## config.mk

```make
export PLATFORM = sky130hd
export DESIGN_NAME = serial_magnitude_comparator
export DESIGN_NICKNAME = d
export VERILOG_FILES = /design/src/rtl/serial_cmp_pkg.sv /design/src/rtl/serial_cmp_cell.sv /design/src/rtl/serial_magnitude_comparator.sv
export SDC_FILE = /design/constraint.sdc
export NUM_CORES = 1
export LEC_CHECK = 0
export CAP_MARGIN = 20
export CORE_MARGIN = 4
export CORE_UTILIZATION = 44
export DETAILED_ROUTE_END_ITERATION = 8
export PLACE_DENSITY = 0.71
export REMOVE_ABC_BUFFERS = 1
export SLEW_MARGIN = 25
export SYNTH_ARGS = -nofsm -noshare
export SYNTH_HDL_FRONTEND = slang
export SYNTH_HIERARCHICAL = 1
export SYNTH_SLANG_ARGS = --single-unit
```

## constraint.sdc

```tcl
create_clock -name clk -period 1.3 [get_ports clk]
set_input_delay 0.26 -clock clk [delete_from_list [all_inputs] [get_ports clk]]
set_output_delay 0.26 -clock clk [all_outputs]
set_load 0.01 [all_outputs]
```

## src/rtl/serial_cmp_pkg.sv

```systemverilog
// Shared types for the bit-serial magnitude comparator: FSM states, decision
// encoding and the decision-to-flags decode.
package serial_cmp_pkg;

   typedef enum logic [1:0] {
      IDLE  = 2'b00,
      SHIFT = 2'b01,
      DONE  = 2'b10
   } state_t;

   typedef enum logic [1:0] {
      EQ = 2'b00,
      LT = 2'b01,
      GT = 2'b10
   } dec_t;

   typedef struct packed {
      logic lesser;
      logic greater;
      logic equal;
   } flags_t;

   // Exactly one flag is set for any legal decision code.
   function automatic flags_t dec_to_flags(input dec_t d);
      flags_t f;
      f = '0;
      case (d)
         LT:      f.lesser  = 1'b1;
         GT:      f.greater = 1'b1;
         default: f.equal   = 1'b1;
      endcase
      return f;
   endfunction

endpackage

```

## src/rtl/serial_cmp_cell.sv

```systemverilog
// Combinational per-bit decision update for the serial comparator.
module serial_cmp_cell
   import serial_cmp_pkg::*;
#(
   parameter int MSB_FIRST = 1
) (
   input  logic [1:0] i_dec,
   input  logic       i_a_bit,
   input  logic       i_b_bit,
   output logic [1:0] o_dec_nxt
);

   // MSB-first locks on the first difference; LSB-first lets the latest
   // (more significant) difference overwrite earlier ones.
   always_comb begin
      o_dec_nxt = i_dec;
      if (i_a_bit != i_b_bit) begin
         if ((MSB_FIRST == 0) || (i_dec == EQ)) begin
            o_dec_nxt = i_a_bit ? GT : LT;
         end
      end
   end

endmodule

```

## src/rtl/serial_magnitude_comparator.sv

```systemverilog
// Bit-serial unsigned magnitude comparator with start/valid/done handshake;
// the result flags are registered and held until the next start.
module serial_magnitude_comparator
   import serial_cmp_pkg::*;
#(
   parameter int WIDTH     = 8,
   parameter int MSB_FIRST = 1
) (
   input  logic clk,
   input  logic rst_n,
   input  logic start,
   input  logic in_valid,
   input  logic a_bit,
   input  logic b_bit,
   output logic busy,
   output logic done,
   output logic result_valid,
   output logic lesser,
   output logic greater,
   output logic equal
);

   localparam int CW = $clog2(WIDTH + 1);
   localparam logic [CW-1:0] LAST_IDX = CW'(WIDTH - 1);

   state_t        r_state;
   state_t        w_state_nxt;
   logic [CW-1:0] r_cnt;
   logic [1:0]    r_dec;
   logic [1:0]    w_dec_nxt;
   logic          w_accept;
   logic          w_last;
   flags_t        w_flags;

   logic r_busy;
   logic r_done;
   logic r_result_valid;
   logic r_lesser;
   logic r_greater;
   logic r_equal;

   serial_cmp_cell #(
      .MSB_FIRST (MSB_FIRST)
   ) u_cell (
      .i_dec     (r_dec),
      .i_a_bit   (a_bit),
      .i_b_bit   (b_bit),
      .o_dec_nxt (w_dec_nxt)
   );

   assign w_flags = dec_to_flags(dec_t'(w_dec_nxt));

   always_ff @(posedge clk or negedge rst_n) begin
      if (!rst_n) begin
         r_state <= IDLE;
      end else begin
         r_state <= w_state_nxt;
      end
   end

   // start always wins, so a bit presented alongside start is never accepted.
   always_comb begin
      w_state_nxt = r_state;
      w_accept    = 1'b0;
      w_last      = 1'b0;
      case (r_state)
         IDLE, DONE: begin
            if (start) begin
               w_state_nxt = SHIFT;
            end
         end
         SHIFT: begin
            if (!start && in_valid) begin
               w_accept = 1'b1;
               if (r_cnt == LAST_IDX) begin
                  w_last      = 1'b1;
                  w_state_nxt = DONE;
               end
            end
         end
         default: w_state_nxt = IDLE;
      endcase
   end

   always_ff @(posedge clk or negedge rst_n) begin
      if (!rst_n) begin
         r_cnt          <= '0;
         r_dec          <= EQ;
         r_busy         <= 1'b0;
         r_done         <= 1'b0;
         r_result_valid <= 1'b0;
         r_lesser       <= 1'b0;
         r_greater      <= 1'b0;
         r_equal        <= 1'b0;
      end else begin
         r_busy <= (w_state_nxt == SHIFT);
         r_done <= w_last;
         if (start) begin
            r_cnt          <= '0;
            r_dec          <= EQ;
            r_result_valid <= 1'b0;
            r_lesser       <= 1'b0;
            r_greater      <= 1'b0;
            r_equal        <= 1'b0;
         end else if (w_accept) begin
            // Counter stops at WIDTH because the FSM leaves SHIFT here.
            r_cnt <= r_cnt + CW'(1);
            r_dec <= w_dec_nxt;
            if (w_last) begin
               r_result_valid <= 1'b1;
               r_lesser       <= w_flags.lesser;
               r_greater      <= w_flags.greater;
               r_equal        <= w_flags.equal;
            end
         end
      end
   end

   assign busy         = r_busy;
   assign done         = r_done;
   assign result_valid = r_result_valid;
   assign lesser       = r_lesser;
   assign greater      = r_greater;
   assign equal        = r_equal;

endmodule

```

# Word-level counts from Yosys, hierarchy flattened
# Index checks and enable logic that the tools add are counted.
[word_totals]
reg_bits = 14
latchBits = 0
mem_bits_rw = 0
romBits = 0
input_bits = 6
output_inout_bits = 6
memories = 0
[classes]
add_sub_neg = 1
n_mul = 0
n_div = 0
n_lt_le_gt_ge = 0
eq_ne = 7
shifts = 0
n_mux = 31
bitwise_logic = 0
n_reduce_logical = 9
[op_table]
columns = ["op", "n"]
rows = [
  ["1-bit 2-to-1 mux", 20],
  ["2-bit 2-to-1 mux", 8],
  ["4-bit 2-to-1 mux", 2],
  ["2-bit by 1-bit equality test with 1-bit output, second input constant", 3],
  ["4-bit by 1-bit adder with 4-bit output, second input constant", 1],
  ["2-bit equality test, second input constant", 2],
  ["4-bit by 3-bit equality test with 1-bit output, second input constant", 1],
  ["2-bit logical NOT", 2],
  ["2-bit one-hot mux with 2 select lines", 1],
  ["2-bit nonzero test", 2],
  ["2-bit OR reduction", 2],
  ["2-bit AND reduction", 1],
  ["1-bit logical AND", 1],
  ["1-bit logical NOT", 1],
  ["1-bit inequality test", 1],
]

# Logic depth before layout (Yosys ltp)
[logic_depth]
depth_word = 9
mapped_depth = 6
ltp_nobuf = 6

# By module
# The synthesis kept the hierarchy.
[by_module_without_submodules]
columns = ["mod", "instances", "cells_each", "area_each_um2", "seq_area_each_um2"]
rows = [
  ["serial_magnitude_comparator", 1, 57, 663.1, 350.3],
  ["serial_cmp_cell", 1, 4, 25.0, 0.0],
]

# Least setup slack after synthesis
# No wires, ideal clock.
[synth_path]
path_kind = "register to register"
startpoint = "reg r_cnt[0]"
endpoint = "reg r_result_valid (netlist: result_valid)"
t_arrival_ns = 1.228
required_ns = 1.226
setup_slack_ns = -0.002
stages_incl_launch_ff = 5
n_path_buf = 0
path_cell_list = "dfrtp_1 -> ha_1 -> nand4b_1 -> or3b_4 -> a21oi_2"
[synth_via]
elab_chain_len = 6
[synth_lines]
columns = ["item", "line_no", "source"]
rows = [
  ["start: declaration", "serial_magnitude_comparator.sv:28", "logic [CW-1:0] r_cnt;"],
  ["start signal: assignment", "serial_magnitude_comparator.sv:107", "r_cnt <= r_cnt + CW'(1);"],
  ["4-bit by 3-bit equality test with 1-bit output", "serial_magnitude_comparator.sv:75", "if (r_cnt == LAST_IDX) begin"],
  ["1-bit 2-to-1 mux", "serial_magnitude_comparator.sv:75", ""],
  ["1-bit 2-to-1 mux", "serial_magnitude_comparator.sv:73", "if (!start && in_valid) begin"],
  ["1-bit 2-to-1 mux", "serial_magnitude_comparator.sv:66", "case (r_state)"],
  ["2-bit nonzero test (no source line)", "-", ""],
  ["2-bit AND reduction (no source line)", "-", ""],
  ["end signal: assignment", "serial_magnitude_comparator.sv:91", "r_result_valid <= 1'b0;"],
  ["end signal: assignment", "serial_magnitude_comparator.sv:101", "r_result_valid <= 1'b0;"],
  ["end signal: assignment", "serial_magnitude_comparator.sv:110", "r_result_valid <= 1'b1;"],
  ["end: declaration", "serial_magnitude_comparator.sv:37", "logic r_result_valid;"],
]
# Every way passes these cells.
# A chain may end at the register's enable or synchronous reset.

# Worst setup path in the final report
[layout_path]
startpoint = "reg r_cnt[1]"
endpoint = "reg r_state[1]"
[layout_via]
elab_chain_len = 4
[layout_lines]
columns = ["item", "line_no", "source"]
rows = [
  ["4-bit by 3-bit equality test with 1-bit output", "serial_magnitude_comparator.sv:75", ""],
  ["2-bit 2-to-1 mux", "serial_magnitude_comparator.sv:75", ""],
  ["2-bit 2-to-1 mux", "serial_magnitude_comparator.sv:73", ""],
  ["2-bit one-hot mux with 2 select lines", "serial_magnitude_comparator.sv:66", ""],
  ["via w_state_nxt[1]", "serial_magnitude_comparator.sv:27", "state_t w_state_nxt;"],
  ["end signal: assignment", "serial_magnitude_comparator.sv:57", "r_state <= w_state_nxt;"],
  ["end: declaration", "serial_magnitude_comparator.sv:26", "state_t r_state;"],
]
# The timed path passes the listed nets, and every way through them passes these cells.

==> impl_metrics.py <==
metrics = {
    "status": {
        "status": "complete, but fails checks",
        "violations": "negative setup slack",
    },
    "final_layout": {
        "fillCellCount": 134,
        "synthToLayoutAreaGrowth_pct": 31.82,
        "stdcell_area_um2": 907.1,
        "layout_commonest_cell": "dfrtp_1",
        "layout_common_cells": "dfrtp_1, buf_4, nand2b_1, nor2_1, dlygate4sd2_1",
        "antennaDiodeCount": 0,
        "fin_nets": 93,
        "drive_gt1_share_pct": 21.69,
        "final_core_util_pct": 60.92,
    },
    "critical_path": {
        "r2r_start": "r_cnt[1]",
        "cp_slowest_cell": "or3b_4",
        "critPathCaptureType": "register",
        "critical-path-top-delay-family": "simple AND/OR/NAND/NOR gates",
        "regToRegSetupSlack_ns": -0.03,
        "rr_worst_depth": 4,
        "worstReg2RegEnd": "r_state[1]",
        "cp.required_ns": 1.51,
        "critical_path_class": "register to register",
        "path_cells": "ha_2, nand4b_1, or3b_4, a21oi_1",
        "arrival_ns": 1.55,
        "cp.buffers_inverters": 0,
        "path_max_fanout": 3,
        "slowest_delay_ns": 0.43,
        "cp-start-kind": "register",
    },
    "global_routing": {
        "first_global_vias": 506,
        "grt_use_total_pct": 14.25,
        "grt_max_degree": 15,
        "grt_pass1_wl_um": 2132,
        "antenna_found_initial": 0,
        "grt.overflow.total": 0,
    },
    "clocking": {
        "clk_pin_slew_ns": 0.09,
        "cts_buffers": 3,
        "cts_sinks": 14,
        "postCtsHoldBufs": 0,
        "ctsRootBufferMaster": "clkbuf_4",
        "cts_max_level": 1,
        "cts_tree": "yes",
        "clock_path_buffers": 2,
        "clock_latency_ns": 0.28,
    },
    "floorplanning": {
        "start_util_pct": 46.22,
        "die_y_um": 47.55,
        "rows": 14,
        "core_area_um2": 1489,
        "pin_count": 12,
        "die_area_um2": 2261,
        "die_w_um": 47.55,
    },
    "detailed_routing": {
        "post_drt_wl_per_cell_um": 12.62,
        "dr.pass1.iters": 3,
        "vias": 506,
        "drt_iter0_drc": 5,
        "top_layer_used": "met4",
        "met1_length_um": 573,
        "routed-wl-met2_um": 589,
        "wirelength_um": 1249,
        "postRouteAntennaNets": 0,
        "viasPerCell": 5.111,
        "dr_wl_met3_um": 63,
        "drc": 0,
    },
    "synth": {
        "syn_area_um2": 688.2,
        "avgSynthCellArea_um2": 11.28,
        "synth_top_cells_by_area": "dfrtp_1, mux2i_1, nand2b_1",
        "synth_area_leader_cell": "dfrtp_1",
        "synth.top_cell.area_share_pct": 50.91,
        "syn_inst": 61,
        "ys_types": 21,
        "seq_area_frac_synth_pct": 50.91,
        "synth_warnings": 6,
        "ys_seq_elements": 14,
    },
    "placement": {
        "gp_congestion": 0.7888,
        "port_buffers": 11,
        "hpwl_um": 930.6,
        "placed_cell_area_um2": 869.6,
    },
    "timing": {
        "fin_ws_ns": -0.03375,
        "setup_viol": 3,
        "relSlewSlack_pct": 77.13,
        "hold_viol_final": 0,
        "fin_skew_ns": 0.007847,
        "rsz0062_at_grt": "yes",
        "timing.hold.ws_ns": 0.2711,
        "fin_crit_ns": 1.334,
        "tns_ns": -0.05731,
        "max_freq_mhz": 749.8,
        "tightest_slew_ns": 0.3420,
        "fin_crit_sh_pct": 102.6,
        "slew_violations": 0,
    },
    "power_and_ir_drop": {
        "powerDensity_nw_per_um2": 971.2,
        "irDropWorstVdd_mv": 0.5154,
        "finalPower_w": 0.0008810,
        "leakagePower_nw": 0.4384,
    },
    "flow_run": {
        "drv_cap": 0,
    },
    "worst_hold_path": {
        "min_path_type": "primary input to async pin",
    },
}
timing repair:
| item | in CTS | in global routing |
|---|---|---|
| buffers inserted | 1 | 0 |
| endpoints found under the setup margin | 12 | 6 |
| gates resized for setup | 8 | 0 |
| pin swaps | 6 | 0 |
layout make-up:
cell class                      count  area, um2  area share (%)
Multi-Input combinational cell     42      320.3           35.31
Inverter                            3      11.26           1.241
Tap cell                           16      20.02           2.207
Timing Repair Buffer               20      168.9           18.62
Clock buffer                        4      36.28           4.000
Sequential cell                    14      350.3           38.62
logic make-up (layout without fill, tap and decap cells):
logic type | count (synthesis) | in the layout | synth area share, %
adder cells (fa/ha/maj) | 3 | 3 | 5.455
AO/OA/AOI/OAI | 8 | 8 | 6.727
AND/OR/NAND/NOR | 23 | 23 | 22.73
multiplexers | 6 | 6 | 8.728
flip-flops | 14 | 14 | 50.91
buffers and inverters | 5 | 27 | 2.908
XOR/XNOR | 2 | 2 | 2.546
metal layers:
| layer | track usage [%] | vias to the layer above |
|---|---|---|
| met5 | 0 | - |
| met4 | 9.677 | 0 |
| met3 | 4.511 | 2 |
| met2 | 22.46 | 12 |
| met1 | 16.44 | 243 |
| li1 | - | 249 |
cell usage after synthesis (all sizes together):
cell and count:
ha 3, dfrtp 14, mux2i 6, or3b 1, or3 1, nand2b 7
inv 3, nor3b 2, nand3 1, or2 1, buf 2, nor2 7
nand3b 1, a21o 1, a21oi 6, o21ai 1, xor2 2, nand4b 2
how the worst max path moves through the flow:
stage | end | cells after the start | from | slack, ns
6_report | r_state[1] | 4 | r_cnt[1] | -0.03
5_1_grt | lesser | 5 | r_cnt[1] | -0.15
4_1_cts | r_state[1] | 4 | r_cnt[1] | -0.04
3_5_place_dp | equal | 6 | a_bit | -0.31
3_3_place_gp | equal | 6 | a_bit | -0.29
2_1_floorplan | result_valid | 4 | r_cnt[0] | -0.001
per-stage QoR:
step | std cells | worst slack (ns)
2_1_floorplan | 59 | -0.001053
4_1_cts | 99 | -0.03704
3_5_place_dp | 94 | -0.3081
5_1_grt | 99 | -0.1461
6_report | 99 | -0.03375
3_3_place_gp | 94 | -0.2851
where the power goes:
part | total (W) | internal, W | switching, W | leakage, nW
sequential | 0.000453 | 0.000445 | 0.00000745 | 0.183
clock | 0.000316 | 0.000170 | 0.000145 | 0.0210
combinational | 0.000112 | 0.0000608 | 0.0000517 | 0.235
state kept, by name, indices dropped and copies added, names as in the netlist:
name / count
greater: 1
r_state: 2
done: 1
result_valid: 1
r_dec: 2
equal: 1
r_cnt: 4
busy: 1
lesser: 1
Note: power is estimated with default switching activity, not from simulation.
